## src/rtl/display_pkg.sv

```systemverilog
// Shared types and helpers for the display scan path.
package display_pkg;

  localparam int BCD_W      = 4;
  localparam int MAX_DIGITS = 16;
  localparam int BUS_W      = BCD_W * MAX_DIGITS;

  localparam logic [BCD_W-1:0] BCD_BLANK = 4'hF;

  typedef enum logic {
    SCAN_BLANK,
    SCAN_SHOW
  } scan_state_e;

  // Extract BCD nibble idx from a zero-extended packed digit bus.
  function automatic logic [BCD_W-1:0] nibble_at(input logic [BUS_W-1:0] bus,
                                                 input int unsigned idx);
    return bus[idx*BCD_W +: BCD_W];
  endfunction

endpackage

```

## src/rtl/display_scan_mux_scan_slot_timer.sv

```systemverilog
// Slot/digit counters for the scan multiplexer.
// slot_count runs 0..SLOT_CYCLES-1; each wrap advances digit_idx, which
// wraps after the last digit. frame_strobe marks the first cycle of a frame.
module scan_slot_timer #(
  parameter int NUM_DIGITS  = 4,
  parameter int SLOT_CYCLES = 50000,
  parameter int CNT_W       = $clog2(SLOT_CYCLES),
  parameter int IDX_W       = $clog2(NUM_DIGITS)
) (
  input  logic             clk,
  input  logic             reset,
  output logic [CNT_W-1:0] slot_count,
  output logic [IDX_W-1:0] digit_idx,
  output logic             frame_strobe
);

  logic slot_wrap;
  logic last_digit;

  assign slot_wrap    = (slot_count == CNT_W'(SLOT_CYCLES - 1));
  assign last_digit   = (digit_idx == IDX_W'(NUM_DIGITS - 1));
  assign frame_strobe = (slot_count == '0) && (digit_idx == '0);

  // Advance the slot counter every cycle and the digit index on slot wrap.
  always_ff @(posedge clk) begin
    if (reset) begin
      slot_count <= '0;
      digit_idx  <= '0;
    end else begin
      if (slot_wrap) begin
        slot_count <= '0;
        digit_idx  <= last_digit ? '0 : digit_idx + IDX_W'(1);
      end else begin
        slot_count <= slot_count + CNT_W'(1);
      end
    end
  end

endmodule

```

## src/rtl/display_scan_mux.sv

```systemverilog
// Time-multiplexed 7-segment digit scanner with per-slot blanking gap and
// per-frame digit snapshot. Optional leading-zero blanking is enabled by
// defining DISPLAY_SCAN_LZB_EN.
module display_scan_mux
  import display_pkg::*;
#(
  parameter int NUM_DIGITS   = 4,
  parameter int SLOT_CYCLES  = 50000,
  parameter int BLANK_CYCLES = 500
) (
  input  logic                          clk,
  input  logic                          reset,
  input  logic [BCD_W*NUM_DIGITS-1:0]   digits,
  output logic [BCD_W-1:0]              bcdOut,
  output logic [NUM_DIGITS-1:0]         digitEnable,
  output logic                          frameStart
);

  localparam int CNT_W = $clog2(SLOT_CYCLES);
  localparam int IDX_W = $clog2(NUM_DIGITS);

  logic [CNT_W-1:0]              slot_count;
  logic [IDX_W-1:0]              digit_idx;
  logic                          frame_strobe;
  logic [BCD_W*NUM_DIGITS-1:0]   snapshot;
  logic [BUS_W-1:0]              snap_wide;
  logic [NUM_DIGITS-1:0]         suppress;
  scan_state_e                   state;

  scan_slot_timer #(
    .NUM_DIGITS  (NUM_DIGITS),
    .SLOT_CYCLES (SLOT_CYCLES),
    .CNT_W       (CNT_W),
    .IDX_W       (IDX_W)
  ) u_timer (
    .clk          (clk),
    .reset        (reset),
    .slot_count   (slot_count),
    .digit_idx    (digit_idx),
    .frame_strobe (frame_strobe)
  );

  assign snap_wide = BUS_W'(snapshot);
  assign state     = (slot_count < CNT_W'(BLANK_CYCLES)) ? SCAN_BLANK : SCAN_SHOW;

`ifdef DISPLAY_SCAN_LZB_EN
  // Suppress digit i>0 when it and every higher snapshot digit are zero.
  always_comb begin
    logic all_zero;
    all_zero = 1'b1;
    suppress = '0;
    for (int i = NUM_DIGITS - 1; i >= 0; i--) begin
      all_zero    = all_zero && (nibble_at(snap_wide, i) == '0);
      suppress[i] = (i != 0) && all_zero;
    end
  end
`else
  assign suppress = '0;
`endif

  // Capture the digit snapshot at frame start and register the scan outputs.
  always_ff @(posedge clk) begin
    if (reset) begin
      snapshot    <= '0;
      bcdOut      <= BCD_BLANK;
      digitEnable <= '1;
      frameStart  <= 1'b0;
    end else begin
      frameStart <= frame_strobe;
      if (frame_strobe) begin
        snapshot <= digits;
      end
      if (state == SCAN_SHOW && !suppress[digit_idx]) begin
        digitEnable <= ~(NUM_DIGITS'(1) << digit_idx);
        bcdOut      <= nibble_at(snap_wide, 32'(digit_idx));
      end else begin
        digitEnable <= '1;
        bcdOut      <= BCD_BLANK;
      end
    end
  end

endmodule

```

## config.mk

```make
export PLATFORM = sky130hd
export DESIGN_NAME = display_scan_mux
export DESIGN_NICKNAME = d
export VERILOG_FILES = /design/src/rtl/display_pkg.sv /design/src/rtl/display_scan_mux_scan_slot_timer.sv /design/src/rtl/display_scan_mux.sv
export SDC_FILE = /design/constraint.sdc
export NUM_CORES = 1
export LEC_CHECK = 0
export CAP_MARGIN = 10
export CORE_MARGIN = 2
export CORE_UTILIZATION = 40
export DETAILED_ROUTE_END_ITERATION = 8
export GPL_TIMING_DRIVEN = 0
export PLACE_DENSITY_LB_ADDON = 0.08
export SLEW_MARGIN = 15
export SYNTH_ARGS = -nofsm -noshare
export SYNTH_HDL_FRONTEND = slang
export SYNTH_SLANG_ARGS = --single-unit
```

## constraint.sdc

```tcl
create_clock -name clk -period 2.5 [get_ports clk]
set_clock_uncertainty 0.1 [all_clocks]
set_input_delay 0.25 -clock clk [delete_from_list [all_inputs] [get_ports clk]]
set_output_delay 0.25 -clock clk [all_outputs]
set_load 0.02 [all_outputs]
```

-- Yosys cells after proc, flatten, opt, wreduce, memory -nomap -nowiden
Cells that the tools add are included.
- logic and storage cells: 27
- input bits: 18
- flip-flop bits (word level): 43
- output and inout bits: 9
- add/sub/neg operators: 2
- multiplexer cells: 4
- bitwise logic cells: 2
- equal/unequal tests: 2
- reduce and logical (&&, ||, !) cells: 7
- magnitude comparators: 2
- shift-type cells: 2
- operators with widths (cell ; count):
    $shiftx A64 B5 Y4 ; 1
    $add A16 B1 Y16 const B ; 1
    $eq A16 B16 Y1 const B ; 1
    $logic_not A16 Y1 ; 1
    $lt A16 B9 Y1 const B ; 1
    $not A4 Y4 ; 1
    $reduce_or A2 Y1 ; 2
    $shl A1 B2 Y4 const A ; 1
    $lt A2 B3 Y1 const B ; 1
    $add A2 B1 Y2 const B ; 1
    $bmux W1 S2 ; 1
    $eq A2 B2 Y1 const B ; 1
    $logic_and A1 B1 Y1 ; 2
    $logic_not A2 Y1 ; 1
    $mux W1 ; 2
    $mux W2 ; 1
    $logic_not A1 Y1 ; 1
    $not A1 Y1 ; 1

-- Depth between registers and ports, before layout
- depth in word-level cells: 6
- mapped depth: 9
- depth with buffers taken out: 6

-- By module
Synthesis repeated with hierarchy kept, for this count alone.
- cells, all modules: 187
- area, all modules: 1850.5 um^2
- by module, submodules not included (module ; instances ; cells each ; seq. area each (um^2) ; area an instance (um^2)):
    display_scan_mux ; 1 ; 89 ; 500.5 ; 974.7
    scan_slot_timer ; 1 ; 98 ; 360.3 ; 875.8

-- Worst setup path after synthesis
OpenSTA, ideal clock, no wires.
- path type: register -> register
- start: register u_timer.digit_idx[0]
- end: register snapshot[5]
- clock period less this slack: 2407 ps
- slack: 93 ps
- stages on the path, launching flop included: 10
- buffers on the path: 3
- arrival time: 2174 ps
- setup time: 132 ps
- data required time: 2268 ps
- path through: dfxtp_1 clkbuf_1 inv_1 ha_1 or4bb_1 or4_1 clkbuf_1 clkbuf_1 o21ai_0 a21oi_1
- cells in the longest elaborated chain, start to end: 2
- RTL lines (item ; RTL line ; source):
    start: declaration ; display_scan_mux_scan_slot_timer.sv:13 ; output logic [IDX_W-1:0] digit_idx,
    start signal: assignment ; display_scan_mux_scan_slot_timer.sv:32 ; digit_idx <= last_digit ? '0 : digit_idx + IDX_W'(1);
    $logic_not A2 Y1 ; display_scan_mux_scan_slot_timer.sv:22 ; assign frame_strobe = (slot_count == '0) && (digit_idx == '0);
    $logic_and A1 B1 Y1 ; display_scan_mux_scan_slot_timer.sv:22 ;
    end signal: assignment ; display_scan_mux.sv:71 ; snapshot <= digits;
    end: declaration ; display_scan_mux.sv:25 ; logic [BCD_W*NUM_DIGITS-1:0] snapshot;
Every way passes these cells.
A chain may end at the register's enable or synchronous reset.

-- Final worst setup path
Ends and elaborated chain as after synthesis.

==> impl_metrics.yaml <==
outcome:
  status: "finished clean"
run:
  cap_violations: 0
timing:
  fmax_mhz: 427
  setup_violations: 0
  worst-slew-pin-transition_ps: 885
  fin_crit_ps: 2340
  rsz0062_at_grt: "false"
  whs_ps: 378
  hold_violations: 0
  timing.slew.headroom_pct: 40.5
  post-route-period-util_pct: 93.6
  drv_slew: 0
worst_setup_path:
  path_class: "reg2reg"
  reg2reg_slack_ps: 160
  slowest_delay_ps: 550
  cp_num_buf_inv: 2
  crit_chain: "inv_1 -> ha_2 -> or4bb_4 -> nor4_4 -> buf_2 -> nand3_1 -> a21oi_1"
  worstSetupStartpointType: "register"
  worst_path_max_delay_cell: "or4bb_4"
  crit_fanout: 10
  reg2regPathDepth: 7
  arrival_ps: 2470
  crit-reg2reg-launch: "u_timer.digit_idx[0]"
  r2r_end: "snapshot[5]"
  crit_required_ps: 2630
  critPathCaptureType: "register"
  critical_path.top_delay_family: "simple AND/OR/NAND/NOR gates"
finish:
  flow.area_growth_from_synthesis_pct: 22.8
  diodes: 0
  fin_cells: 288
  layout-drive-gt1-share_pct: 10.2
  regArea_um2: 866
  post-route-util_pct: 51.6
  multi_input_area_um2: 930
  nFillCells: 416
  nets: 259
die:
  coreArea_mm2: 0.00441
  dieWidth_um: 72.1
  pin_count: 27
  fp.dieH_um: 72.1
  initial_core_util_pct: 42.0
  die_area_mm2: 0.00519
  rows: 24
power_and_ir_drop:
  cellPowerDensity_mw_per_mm2: 571
  leakagePower_nw: 0.782
  peakVddDrop_v: 0.000410
logic_synthesis:
  synthFlopType: "dfxtp_1"
  async_flop_share_pct: 0
  netlist_instances: 205
  synthTopCellsByArea: "dfxtp_1 (46%), nand3_1 (6.2%), xnor2_1 (6.1%)"
  synth_warnings: 0
  synth_nets: 229
  avgSynthCellArea_um2: 9.04
  yosysTopAreaCell: "dfxtp_1"
  synth_seq_cells: 43
  synth.most_common_cell: "dfxtp_1"
  synth_seq_area_share_pct: 46.5
  synth_edf_count: 0
  yosysUniqueCellTypes: 26
  syn_area_mm2: 0.00185
  ys_top_cells_by_count: "dfxtp_1 (43), nand3_1 (23), nor2_1 (23), a21oi_1 (19), o21ai_0 (18)"
  synth_top_area_share_pct: 46.5
drt:
  drc: 0
  firstDrtPassIters: 4
  ant_nets: 0
  viasPerCell: 5.28
  drtIter0Drc: 105
  vias: 1520
  wire_per_inst_um: 13.6
  wl_um: 3910
global_route:
  grt_remaining_overflow: 0
  grt_pass1_vias: 1467
  track_usage_pct: 17.0
  grt_start_max_net_pins: 14
  antenna_found_initial: 0
  grt_pass1_wl_um: 6970
min_path:
  whs_endpoint: "snapshot[15]"
  min_path_cells: 2
  holdCritPathClass: "reg2reg"
  hp-start: "snapshot[15]"
place:
  dp_cells: 283
  hpwl_um: 2780
  gp_congestion: 0.797
  port_buffers: 26
clocking:
  clockBufferDepth: 2
  path_clk_slew_ps: 80
  cts.sinks: 43
  insertion_delay_ps: 300
  cts_buffers: 5
  cts-htree-levels: 2
  clockRootBuffer: "clkbuf_8"
  cts_tree: "done"
  hold_buffers: 0
[layout make-up]
cell class | instances | area share (%)
flip-flops and latches | 43 | 38.0
multi-input cells | 142 | 40.8
well taps | 52 | 2.86
plain buffers | 9 | 1.76
clock inverters | 2 | 0.550
inverters | 8 | 1.32
clock buffers | 6 | 3.19
repair buffers | 26 | 11.4
[what timing repair did]
| action | 4_1_cts | 5_1_grt |
|---|---|---|
| pin swaps | 0 | 0 |
| endpoints found under the setup margin | 13 | 10 |
| resized for setup | 7 | 6 |
| setup buffers | 0 | 0 |
[metrics by stage]
stage / area, um2 / power [mW] / TNS, ps / setup slack, ps
after floorplan: 1850 / 0.825 / 0 / 93.3
after global placement: 2180 / 0.881 / -2030 / -210
after detailed placement: 2180 / 0.882 / -2290 / -238
after CTS: 2280 / 1.32 / 0 / 85.9
after global routing: 2280 / 1.36 / 0 / 3.09
final: 2280 / 1.30 / 0 / 159
[where the power goes]
group	internal [mW]	leakage, nW	switching [mW]
sequential	0.713	0.352	0.0169
combinational	0.0735	0.389	0.0678
clock	0.195	0.0412	0.234
total	0.981	0.782	0.318
[placed cells by master, fill, tap and decap left out, drive strengths merged]
master	n
or3	2
ha	6
mux4	4
clkdlybuf4s50	26
nor3	4
nand4	4
nand3	23
or4bb	1
nor4bb	1
clkinv	1
clkbuf	11
o21ai	18
nand2b	4
inv	8
clkinvlp	1
nor4	6
or4	5
dfxtp	43
o21bai	1
a21oi	19
nand2	7
xor2	1
nor2	23
xnor2	13
buf	4
[state kept, by name, indices dropped and copies added, names as in the netlist]
register / flops
bcdOut: 4
snapshot: 16
u_timer.slot_count: 16
frameStart: 1
u_timer.digit_idx: 2
digitEnable: 4
[kinds of logic (layout without fill, tap and decap cells)]
| family | after synthesis | after routing | synth area share [%] |
|---|---|---|---|
| buffers and inverters | 20 | 51 | 4.39 |
| AND/OR/NAND/NOR | 80 | 80 | 23.0 |
| multiplexers | 4 | 4 | 4.86 |
| XOR/XNOR | 14 | 14 | 6.62 |
| adder cells (fa/ha/maj) | 6 | 6 | 4.05 |
| flip-flops | 43 | 43 | 46.5 |
| AO/OA/AOI/OAI | 38 | 38 | 10.6 |
[worst max path at each step]
stage	cells after the start	endpoint	slack, ps	start
final	7	snapshot[5]	160	u_timer.digit_idx[0]
after global routing	4	bcdOut[2]	3	u_timer.slot_count[13]
after CTS	7	snapshot[8]	90	u_timer.digit_idx[0]
after detailed placement	9	snapshot[5]	-240	u_timer.digit_idx[0]
after global placement	9	snapshot[9]	-210	u_timer.digit_idx[0]
after floorplan	9	snapshot[5]	90	u_timer.digit_idx[0]
[per-layer routing]
layer	up-vias	GRT usage, %	routed length, um
met2	30	24.4	1590
met3	5	3.75	146
li1	776	-	-
met4	0	6.92	62
met1	709	24.8	2120
met5	-	0	0
[tightest hold or removal path, stage by stage, from the launching register on]
cell,delay [ps]
dfxtp_1,310
o21ai_0,70
a21oi_1,60
(Power assumes the default switching activity.)
